===== config.mk =====
export PLATFORM = sky130hd
export DESIGN_NAME = bcd_seq_conv
export DESIGN_NICKNAME = d
export VERILOG_FILES = /design/src/rtl/bcd_seq_conv.sv
export SDC_FILE = /design/constraint.sdc
export NUM_CORES = 1
export LEC_CHECK = 0
export ABC_AREA = 1
export CORE_ASPECT_RATIO = 1.5
export CORE_MARGIN = 4
export CORE_UTILIZATION = 58
export DETAILED_ROUTE_END_ITERATION = 8
export PLACE_DENSITY = 0.83
export SLEW_MARGIN = 10
export SYNTH_ARGS = -nofsm -noshare
export SYNTH_HDL_FRONTEND = slang
export SYNTH_SLANG_ARGS = --single-unit

===== constraint.sdc =====
create_clock -name clk -period 4.2 [get_ports clk]
set_clock_uncertainty 0.2 [all_clocks]
set_input_delay 1.26 -clock clk [delete_from_list [all_inputs] [get_ports clk]]
set_output_delay 1.26 -clock clk [all_outputs]
set_load 0.01 [all_outputs]

===== src/rtl/bcd_seq_conv.sv =====
// ---------------------------------------------------------------------------
// bcd_seq_conv
//   Sequential binary-to-BCD converter (double dabble), one input bit per
//   clock, MSB first, into a 5-digit (20-bit) BCD accumulator. A conversion
//   takes N+1 clocks from the accepting edge to the done pulse.
//
// Parameters:
//   N         binary input width, 1..16 (default 13)
//
// Ports:
//   clk       system clock, rising edge
//   rst       asynchronous active-high reset
//   start     conversion request, accepted only while idle
//   bin[N-1:0] unsigned value, captured when start is accepted
//   one/ten/hundred/thousand  registered BCD digits, updated with done
//   busy      high while converting (SHIFT and FIN)
//   done      one-cycle pulse when the digit outputs update
//   ovf       value exceeded 9999 (only with BCD_OVF_SAT_EN, else 0)
//
// Build option:
//   BCD_OVF_SAT_EN  when defined, a nonzero fifth BCD digit saturates the
//                   outputs to 9999 and raises ovf; otherwise outputs show
//                   the value modulo 10000 and ovf is tied low.
// ---------------------------------------------------------------------------
module bcd_seq_conv #(
    parameter int unsigned N = 13
) (
    input  logic         clk,
    input  logic         rst,
    input  logic         start,
    input  logic [N-1:0] bin,
    output logic [3:0]   one,
    output logic [3:0]   ten,
    output logic [3:0]   hundred,
    output logic [3:0]   thousand,
    output logic         busy,
    output logic         done,
    output logic         ovf
);

    localparam int unsigned CW = $clog2(N + 1);

    typedef enum logic [1:0] {IDLE, SHIFT, FIN} state_t;

    state_t         state;
    state_t         state_nxt;
    logic [N-1:0]   sh;
    logic [19:0]    acc;
    logic [CW-1:0]  cnt;
    logic           accept;
    logic           load;

    // Add 3 to every BCD digit that is 5 or more, ahead of the next shift.
    function automatic logic [19:0] add3_all(input logic [19:0] a);
        logic [19:0] r;
        r = a;
        for (int unsigned i = 0; i < 5; i++) begin
            if (a[4*i +: 4] >= 4'd5)
                r[4*i +: 4] = a[4*i +: 4] + 4'd3;
        end
        return r;
    endfunction

    // State register
    always_ff @(posedge clk or posedge rst) begin
        if (rst)
            state <= IDLE;
        else
            state <= state_nxt;
    end

    // Next-state logic
    always_comb begin
        state_nxt = state;
        case (state)
            IDLE:    if (start) state_nxt = SHIFT;
            SHIFT:   if (cnt == CW'(1)) state_nxt = FIN;
            FIN:     state_nxt = IDLE;
            default: state_nxt = IDLE;
        endcase
    end

    // FSM outputs
    always_comb begin
        busy   = (state != IDLE);
        accept = (state == IDLE) && start;
        load   = (state == FIN);
    end

    // Shift datapath: counter holds the number of bits still to shift in.
    always_ff @(posedge clk or posedge rst) begin
        if (rst) begin
            sh  <= '0;
            acc <= '0;
            cnt <= '0;
        end else if (accept) begin
            sh  <= bin;
            acc <= '0;
            cnt <= CW'(N);
        end else if (state == SHIFT) begin
            acc <= (add3_all(acc) << 1) | 20'(sh[N-1]);
            sh  <= sh << 1;
            cnt <= cnt - CW'(1);
        end
    end

    // Output registers: loaded only in FIN, so intermediate accumulator
    // values never reach the digit outputs.
`ifdef BCD_OVF_SAT_EN
    always_ff @(posedge clk or posedge rst) begin
        if (rst) begin
            one      <= '0;
            ten      <= '0;
            hundred  <= '0;
            thousand <= '0;
            done     <= 1'b0;
            ovf      <= 1'b0;
        end else begin
            done <= load;
            if (load) begin
                if (acc[19:16] != 4'd0) begin
                    one      <= 4'd9;
                    ten      <= 4'd9;
                    hundred  <= 4'd9;
                    thousand <= 4'd9;
                    ovf      <= 1'b1;
                end else begin
                    one      <= acc[3:0];
                    ten      <= acc[7:4];
                    hundred  <= acc[11:8];
                    thousand <= acc[15:12];
                    ovf      <= 1'b0;
                end
            end
        end
    end
`else
    always_ff @(posedge clk or posedge rst) begin
        if (rst) begin
            one      <= '0;
            ten      <= '0;
            hundred  <= '0;
            thousand <= '0;
            done     <= 1'b0;
        end else begin
            done <= load;
            if (load) begin
                one      <= acc[3:0];
                ten      <= acc[7:4];
                hundred  <= acc[11:8];
                thousand <= acc[15:12];
            end
        end
    end

    assign ovf = 1'b0;
`endif

endmodule


==> results.md, run 1 <==
* Grt ovf at 0
* Measured slew at the worst slew-check pin at 740.1 ps
* Synthesized area at 2525 um2
* Fin. max-slew vios at 0
* Die ar. at 5495 um2
* Sequential share of the synthesized area at 51.54%
* TNS Setup at 0 ps
* Slowest library cell on the worst path: clkdlybuf4s50_1
* Post-layout util at 69.68%
* Antenna diode count at 0
* Core Region at 4209 um2
* Clock sink count at 52
* Syn_area_per_cell at 8.388 um2
* Reg2Reg Setup Slack at 2460 ps
* Hold buffers post-CTS at 0
* Total Routing Usage GR at 18.44%
* Worst-Skew Late Latency at 300 ps
* Drc violations at 0
* Critical Path Start Type: register
* Pleak at 1.494 nW
* Number of global-route vias before repair at 1909
* Routed met3 length at 199 um
* DRT met1 WL at 1846 um
* Initial detailed-routing violation count at 72
* Power per cell area at 715.1 nW/um2
* Final min period at 2831 ps
* Hold Vio Cnt, Final at 0
* Die X-Extent at 61.87 um
* Min-Delay Path Class: register to register
* Maxcap violations at 0
* CTS max path bufs at 2
* Setup WS post-layout at 1369 ps
* Met2 wire len at 2369 um
* Fillers at 349
* Placed insts at 372
* Synth-to-layout area growth at 16.15%
* Post-DR wirelength/cell at 11.75 um
* Syn_nets at 327
* Die Ht at 88.81 um
* Num CTS Buffers at 5
* Synthesized instance count at 301
* Synth Register Bits at 52
* Highest metal used: met4
* Nets at 359
* Required @ worst endpoint at 2740 ps
* Outcome: finished clean
* Layout cells sized above 1 at 6.587%
* Layout Cells excl Fill at 380
* Number of I/O port buffers at 33
* YS warnings at 0
* Final period util at 67.40%
* Post-synth cell types at 19
* CP cell instances: inv_2 -> nand2_1 -> clkdlybuf4s50_1
* Post-CTS Resized at 0
* Global-route wire length before repair at 7790 um
* Gpl congestion at 0.8350
* Dpl ws at 1475 ps
* Delay-heaviest family, CP: buffers and inverters
* Crit path capture type: primary output
* Post-CTS setup buffers at 0
* Clk slew on worst S/H paths at 90 ps
* H-tree levels at 2
* Detail Route Antenna Nets at 0
* Critical path buffers and inverters at 2
* Via count at 2027
* Max incr delay on CP at 530 ps
* DRT Pass-1 Iters at 4
* Final Cell Area at 2933 um2
* Setup CP Type: register to primary output
* Maximum vdd drop at 446.9 uV
* Worst-path maximum fanout at 3
* Largest net degree at the start of global routing at 53
* CTS tree: done
* RSZ-0062 raised after global routing: no
* Row count at 29
* Ports at 35
* Total Routed Length at 4466 um
* Root buf cell: clkbuf_8
* Via-to-Cell Ratio at 5.334
* CP arrival at 1370 ps
* Dpl cell area at 2843 um2
* Final setup viols at 0
* Initial antenna violation count at 0
* Slew Limit Headroom at 50.54%
* Max Fclk at 353.2 MHz
* Initial Util at 59.99%
* Detail Placement HPWL at 3179 um
path summary, 6_finish.rpt:
| check | endpoint | depth (start not counted) | from |
|---|---|---|---|
| worst max-delay path | busy | 3 | state[0] |
| worst min-delay path | one[1] | 2 | one[1] |
| worst max register to register | cnt[0] | 5 | state[0] |
| worst min register to register | one[1] | 2 | one[1] |
| max in group asynchronous | state[0] | 3 | rst |
| min in group asynchronous | sh[2] | 3 | rst |
worst min-delay path: cells and delay by family (launching register included):
family	cells	cell delay (ps)
AND/OR/NAND/NOR	1	60
AO/OA/AOI/OAI	1	50
flip-flops	1	350
synthesized netlist by cell type:
cell,count,area (um2)
buf_2,2,10.01
buf_4,4,30.03
buf_6,4,45.04
conb_1,1,3.750
dfrtp_1,52,1301
ha_1,10,125.1
inv_1,30,112.6
inv_2,4,15.01
nand2_1,110,412.9
nand3_1,38,190.2
nand4_1,9,56.30
nor2_1,2,7.510
nor2_2,1,6.260
nor2_4,1,11.26
o21ai_0,12,60.06
o21ai_1,11,55.05
o21ai_2,7,61.31
o21bai_1,2,15.01
o22ai_1,1,6.260
cell families after synthesis:
logic type / after synthesis / synth area share [%]
AND/OR/NAND/NOR: 161 / 27.11
buffers and inverters: 44 / 8.424
AO/OA/AOI/OAI: 33 / 7.830
flip-flops: 52 / 51.54
adder cells (fa/ha/maj): 10 / 4.955
other: 1 / 0.1485
cell usage in the layout, fill, tap and decap left out, drive strengths merged:
cell type and n:
clkdlybuf4s50 33, ha 10, dfrtp 52, clkbuf 8, nand2 110, buf 2
conb 1, o21ai 30, o21bai 2, inv 34, nand4 9, nand3 38
nor2 4, o22ai 1
layer usage:
layer  up-vias  GRT usage [%]
met5         -              0
li1       1023              -
met1       948          21.03
met2        50          33.27
met4         0          7.529
met3         6          2.628
final cells by class:
class                   count  area (um2)  area share (%)
inverters                  34       127.6           4.352
well taps                  46       57.56           1.962
flip-flops and latches     52        1301           44.37
multi-input cells         205        1011           34.47
repair buffers             35       345.3           11.77
clock buffers               8       90.09           3.072
sequential cells by signal, summed over array words and instances (netlist names):
register / count
acc: 16
cnt: 4
done: 1
hundred: 4
one: 4
sh: 13
state: 2
ten: 4
thousand: 4
metrics by stage:
| step | power [W] | hold slack [ps] |
|---|---|---|
| 2_1_floorplan | 0.001545 | 249.1 |
| 3_3_place_gp | 0.001796 | 261.6 |
| 3_5_place_dp | 0.001831 | 266.6 |
| 4_1_cts | 0.002122 | 289.6 |
| 5_1_grt | 0.002303 | 317.4 |
| 6_report | 0.002097 | 287.8 |
report_power, final:
group / internal (W) / switching (W) / total, W / leakage, nW
logic: 0.000402 / 0.000554 / 0.000955 / 0.804
clock network: 0.000135 / 0.000152 / 0.000286 / 0.0455
registers: 0.000717 / 0.000139 / 0.000856 / 0.645
total: 0.00125 / 0.000844 / 0.00210 / 1.49
No activity file was read; power rests on OpenSTA's default activity.
==> run 2: changes to the inputs <==
--- a/config.mk
+++ b/config.mk
@@ -8,9 +8,9 @@
 export ABC_AREA = 1
 export CORE_ASPECT_RATIO = 1.5
 export CORE_MARGIN = 4
-export CORE_UTILIZATION = 58
+export CORE_UTILIZATION = 54
 export DETAILED_ROUTE_END_ITERATION = 8
-export PLACE_DENSITY = 0.83
+export PLACE_DENSITY = 0.78
 export SLEW_MARGIN = 10
 export SYNTH_ARGS = -nofsm -noshare
 export SYNTH_HDL_FRONTEND = slang
==> constraint.sdc (replaced) <==
create_clock -name clk -period 2.7 [get_ports clk]
set_clock_uncertainty 0.2 [all_clocks]
set_input_delay 0.81 -clock clk [delete_from_list [all_inputs] [get_ports clk]]
set_output_delay 0.81 -clock clk [all_outputs]
set_load 0.01 [all_outputs]
==> results.md, run 2 (synthesis gave the netlist of run 1 again) <==
* Slowest library cell on the worst path: clkdlybuf4s50_1
* Hold Path Depth at 2 (unchanged)
* Gpl congestion at 0.7813 (-6.4%)
* Clock sink count at 52 (unchanged)
* Synth-to-layout area growth at 18.24%
* Antenna diode count at 0 (unchanged)
* Die ar. at 5856 um2 (+6.6%)
* Slew Limit Headroom at 65.45% (+15 points)
* Layout cells sized above 1 at 7.738% (+1.2 points)
* Via count at 2008 (-0.94%)
* Critical Path Start Type: register
* Detail Placement HPWL at 3246 um (+2.1%)
* Sw Pwr at 0.001326 W (+57%)
* Via-to-Cell Ratio at 5.020 (-5.9%)
* WHS at 285.4 ps (-2.329 ps)
* CP cell instances: inv_2 -> nand2_1 -> clkdlybuf4s50_1
* Power per cell area at 1102 nW/um2 (+54%)
* Measured slew at the worst slew-check pin at 517.6 ps (-222.6 ps)
* H-tree levels at 2 (unchanged)
* Delay-heaviest family, CP: buffers and inverters
* CTS tree: done
* DRT Pass-1 Iters at 4 (unchanged)
* Final Cell Area at 2985 um2 (+1.8%)
* CP arrival at 1380 ps (about the same)
* Setup WS post-layout at 308.2 ps (-1061 ps)
* Critical path buffers and inverters at 2 (unchanged)
* Most frequent cells in the layout: nand2_1 (110), dfrtp_1 (52), nand3_1 (38)
* Final min period at 2392 ps
* Biggest register: acc
* Nets at 361 (+0.56%)
* R2R depth at 5 (unchanged)
* Initial Util at 55.59% (-4.4 points)
* Clk slew on worst S/H paths at 90 ps (about the same)
* Root buf cell: clkbuf_8
* Maximum vdd drop at 495.2 uV (+11%)
* Number of I/O port buffers at 33 (unchanged)
* Pleak at 1.514 nW (+1.3%)
* Post-CTS Resized at 0 (unchanged)
* Total Routing Usage GR at 16.16% (-2.3 points)
* Maxcap violations at 0 (unchanged)
* Drc violations at 0 (unchanged)
* Min-Delay Path Class: register to register
* Initial antenna violation count at 0 (unchanged)
* R2r endpoint: acc[8]
* Most common cell after layout, fill and taps aside: nand2_1
* Number of global-route vias before repair at 1837 (-3.8%)
* Hold Vio Cnt, Final at 0 (unchanged)
* Global-route wire length before repair at 7624 um (-2.1%)
* Die X-Extent at 63.83 um (+3.2%)
* Dpl cell area at 2893 um2 (+1.8%)
* Post-DR wirelength/cell at 10.97 um (-6.7%)
* HP Start: one[1]
* Sequential Power Share at 40.4% (-0.4 points)
* Worst-path maximum fanout at 3 (unchanged)
* Core Region at 4542 um2 (+7.9%)
* Final period util at 88.59%
* Largest net degree at the start of global routing at 53 (unchanged)
* CTS max path bufs at 2 (unchanged)
* Hold buffers post-CTS at 0 (unchanged)
* Internal power at 0.001965 W (+57%)
* R2r startpoint: state[0]
* RSZ-0062 raised after global routing: no
* TNS Setup at 0 ps (unchanged)
* Setup CP Type: register to primary output
* Largest register FFs at 16 (unchanged)
* Max incr delay on CP at 520 ps (about the same)
* Ports at 35 (unchanged)
* Top flop regs: acc x16, sh x13
* Num CTS Buffers at 5 (unchanged)
* Outcome: finished clean
* Reg2Reg Setup Slack at 1070 ps (-1390 ps)
* Switch share at 40.30% (+0.042 points)
* Comb power frac at 46.0% (+0.4 points)
* Final setup viols at 0 (unchanged)
* Fin. max-slew vios at 0 (unchanged)
* Initial detailed-routing violation count at 74 (+2.8%)
* Total Routed Length at 4387 um (-1.8%)
* Row count at 30 (+3.4%)
* Dpl ws at 476.4 ps (-998.6 ps)
* Grt ovf at 0 (unchanged)
* Detail Route Antenna Nets at 0 (unchanged)
* Worst-Skew Late Latency at 300 ps (about the same)
* Die Ht at 91.75 um (+3.3%)
* Crit path capture type: primary output
* Max Fclk at 418.1 MHz
* Clock power share at 13.6% (about the same)
* Post-CTS setup buffers at 0 (unchanged)
* Required @ worst endpoint at 1690 ps (-1050 ps)
* Hold endpoint: one[1]
## run 2: cell count changes in the layout (fill, tap and decap cells not counted), sizes merged
cell	before	now
clkinv	0	2
clkbuf	8	6
buf	2	4
## run 2: power by group through the flow
stage	sequential (W)	clock (W)	combinational, W
after floorplan	0.00135	0	0.00105
after global placement	0.00133	0	0.00148
after detailed placement	0.00134	0	0.00153
after CTS	0.00133	0.000468	0.00154
after global routing	0.00138	0.000501	0.00174
final	0.00133	0.000447	0.00151
## run 2: worst max path at each step
| stage | from | slack (ps) | end | cells past startpoint |
|---|---|---|---|---|
| floorplan | rst | 430 | acc[0] | 1 |
| global placement | start | 520 | sh[8] | 5 |
| detailed placement | start | 480 | acc[0] | 5 |
| CTS | state[0] | 280 | busy | 3 |
| global route | state[0] | 220 | busy | 3 |
| finish | state[0] | 310 | busy | 3 |
## run 2: metrics by stage
step           instances  power [W]  util (%)
4_1_cts              400   0.003337     65.73
3_3_place_gp         392   0.002815     63.69
2_1_floorplan        301   0.002403         -
5_1_grt              400   0.003623     65.73
6_report             400   0.003291     65.73
3_5_place_dp         392   0.002874     63.69
## run 2: worst reg2reg max path, delay by kind of cell (launching register included)
family / cells / cell delay (ps)
flip-flops: 1 / 420
AO/OA/AOI/OAI: 1 / 140
AND/OR/NAND/NOR: 2 / 420
buffers and inverters: 2 / 380
## run 2: cell type report
| type | instances | area, um2 |
|---|---|---|
| tap | 64 | 80.08 |
| multi-input combinational | 205 | 1011 |
| sequential | 52 | 1301 |
| fill | 389 | 1556 |
| timing repair buffer | 37 | 372.9 |
| clock inverter | 2 | 10.01 |
| clock buffer | 6 | 82.58 |
| inverter | 34 | 127.6 |
## run 2: per-layer routing
metal	vias to the layer above	GRT usage, %	share of wire [%]
li1	1028	-	-
met1	930	19.14	44
met2	46	28.13	51
met3	4	2.206	3.9
met4	0	8.108	1.0
met5	-	0	0
==> run 3: changes to the inputs <==
--- a/config.mk
+++ b/config.mk
@@ -7,10 +7,10 @@
 export LEC_CHECK = 0
 export ABC_AREA = 1
 export CORE_ASPECT_RATIO = 1.5
-export CORE_MARGIN = 4
-export CORE_UTILIZATION = 54
+export CORE_MARGIN = 1
+export CORE_UTILIZATION = 49
 export DETAILED_ROUTE_END_ITERATION = 8
-export PLACE_DENSITY = 0.78
+export PLACE_DENSITY = 0.81
 export SLEW_MARGIN = 10
 export SYNTH_ARGS = -nofsm -noshare
 export SYNTH_HDL_FRONTEND = slang
==> constraint.sdc (replaced) <==
create_clock -name clk -period 2.1 [get_ports clk]
set_clock_uncertainty 0.2 [all_clocks]
set_input_delay 0.63 -clock clk [delete_from_list [all_inputs] [get_ports clk]]
set_output_delay 0.63 -clock clk [all_outputs]
set_load 0.01 [all_outputs]
==> results.md, run 3 (synthesis gave the netlist of run 1 again) <==
* Outcome: finished clean
* CP arrival at 1210 ps (-170 ps)
* Initial Util at 51.66% (-3.9 points)
* Power per cell area at 1457 nW/um2 (+32%)
* Clock power share at 16.6% (+3.0 points)
* Core Region at 4887 um2 (+7.6%)
* Ports at 35 (unchanged)
* Switch share at 39.42% (-0.88 points)
* Dpl cell area at 2928 um2 (+1.2%)
* Critical path buffers and inverters at 1 (-1)
* Setup CP Type: register to primary output
* Via-to-Cell Ratio at 5.081 (+1.2%)
* Min-Delay Path Class: register to register
* Delay-heaviest family, CP: buffers and inverters
* Sw Pwr at 0.001763 W (+33%)
* H-tree levels at 2 (unchanged)
* Largest net degree at the start of global routing at 36 (-32%)
* DRT Pass-1 Iters at 4 (unchanged)
* Die Ht at 89.92 um (-2.0%)
* Clk slew on worst S/H paths at 90 ps (about the same)
* Drc violations at 0 (unchanged)
* Most common cell after layout, fill and taps aside: nand2_1
* Most frequent cells in the layout: nand2_1 (110), dfrtp_1 (52), nand3_1 (38)
* Worst-path maximum fanout at 2 (-1)
* Initial detailed-routing violation count at 79 (+6.8%)
* Initial antenna violation count at 0 (unchanged)
* Gpl congestion at 0.7768 (-0.58%)
* Antenna diode count at 0 (unchanged)
* Hold buffers post-CTS at 0 (unchanged)
* Hold Vio Cnt, Final at 0 (unchanged)
* Synth-to-layout area growth at 21.51%
* Row count at 31 (+3.3%)
* Layout cells sized above 1 at 8.555% (+0.82 points)
* Num CTS Buffers at 5 (unchanged)
* Measured slew at the worst slew-check pin at 520.5 ps (+2.891 ps)
* Required @ worst endpoint at 1270 ps (-420 ps)
* Clock sink count at 52 (unchanged)
* Top flop regs: acc x16, sh x13
* Slew Limit Headroom at 65.25% (-0.19 points)
* Total Routed Length at 4759 um (+8.5%)
* Number of global-route vias before repair at 1973 (+7.4%)
* Final min period at 2044 ps
* Via count at 2058 (+2.5%)
* Comb power frac at 45.2% (-0.8 points)
* Fillers at 453 (+16%)
* CTS max path bufs at 2 (unchanged)
* Final Cell Area at 3068 um2 (+2.8%)
* Register area at 1301 um2 (unchanged)
* CTS tree: done
* Total Routing Usage GR at 19.33% (+3.2 points)
* Layout Cells excl Fill at 405 (+1.3%)
* Die ar. at 5450 um2 (-6.9%)
* Detail Route Antenna Nets at 0 (unchanged)
* Final setup viols at 0 (unchanged)
* Biggest register: acc
* Nets at 364 (+0.83%)
* Sequential Power Share at 38.1% (-2.3 points)
* Die X-Extent at 60.61 um (-5.0%)
* CP cell instances: clkdlybuf4s50_1
* Detail Placement HPWL at 3376 um (+4.0%)
* Maxcap violations at 0 (unchanged)
* Final period util at 97.33%
* Critical Path Start Type: register
* Crit path capture type: primary output
* Pleak at 1.549 nW (+2.3%)
* TNS Setup at 0 ps (unchanged)
* Placed insts at 395 (+0.77%)
* RSZ-0062 raised after global routing: no
* Maximum vdd drop at 807.6 uV (+63%)
* Grt ovf at 0 (unchanged)
* Post-DR wirelength/cell at 11.75 um (+7.1%)
* Max Fclk at 489.3 MHz
* Root buf cell: clkbuf_8
* Worst-Skew Late Latency at 310 ps (about the same)
* Dpl ws at 143.7 ps (-332.7 ps)
* Post-layout util at 62.78% (-3.0 points)
* Number of I/O port buffers at 33 (unchanged)
* Global-route wire length before repair at 8079 um (+6.0%)
* Largest register FFs at 16 (unchanged)
* Internal power at 0.002708 W (+38%)
* Max incr delay on CP at 540 ps (+20 ps)
* Fin. max-slew vios at 0 (unchanged)
* Slowest library cell on the worst path: clkdlybuf4s50_1
* Footprint of the multi-input gates at 1011 um2 (unchanged)
* Setup WS post-layout at 56.15 ps (-252.0 ps)
## run 3: cell types whose count changed in the layout (fill, tap and decap cells not counted), sizes merged
cell           previous run  this run
clkdlybuf4s50            33        32
clkbuf                    6         7
clkinv                    2         0
buf                       4         7
bufinv                    0         1
dlygate4sd2               0         1
## run 3: through the flow
stage                     hold slack (ps)  power (W)
after floorplan                     249.1   0.003089
after global placement              263.2   0.003636
after detailed placement            266.1   0.003740
after CTS                           290.6   0.004503
after global routing                311.8   0.004875
final                               286.5   0.004471
## run 3: power by group through the flow
stage	registers [W]	logic, W	clock network, W
global route	0.00176	0.00232	0.000792
detailed placement	0.00173	0.00201	0
floorplan	0.00173	0.00136	0
global placement	0.00171	0.00192	0
CTS	0.00170	0.00204	0.000760
finish	0.00171	0.00202	0.000743
## run 3: final cells by class
cell class              count  share of cell area (%)
flip-flops and latches     52                   42.41
multi-input cells         205                   32.95
repair buffers             40                   13.66
inverters                  34                   4.160
clock buffers               7                   3.140
well taps                  66                   2.692
clock inverters             1                  0.9788
## run 3: worst reg2reg max path: cells and delay by family (launching register included)
family                     cells  cell delay (ps)
and+or+nand+nor                5              460
DFF                            1              420
adders and majority gates      1              230
buffers and inverters          2              170
## run 3: repair_timing
action | in CTS | in global routing
gates resized for setup | 1 | 0
buffers inserted | 2 | 0
setup endpoints to repair | 1 | 0
## run 3: worst paths after layout
kind / from / cells after the start / slack [ps] / end
worst min-delay path: one[0] / 2 / 290 / one[0]
worst max register to register: acc[8] / 8 / 520 / acc[10]
worst max-delay path: hundred[0] / 1 / 60 / hundred[0]
min in group asynchronous: rst / 2 / 390 / acc[7]
max in group asynchronous: rst / 3 / 880 / acc[0]
worst min register to register: one[0] / 2 / 290 / one[0]
## run 3: metal layers
metal  vias to the layer above  part of all wire (%)  GRT usage, %
li1                       1028                     -             -
met1                       968                    42         21.35
met2                        50                    52         32.88
met3                        12                   3.4         4.173
met4                         0                   2.5         10.61
met5                         -                     0             0
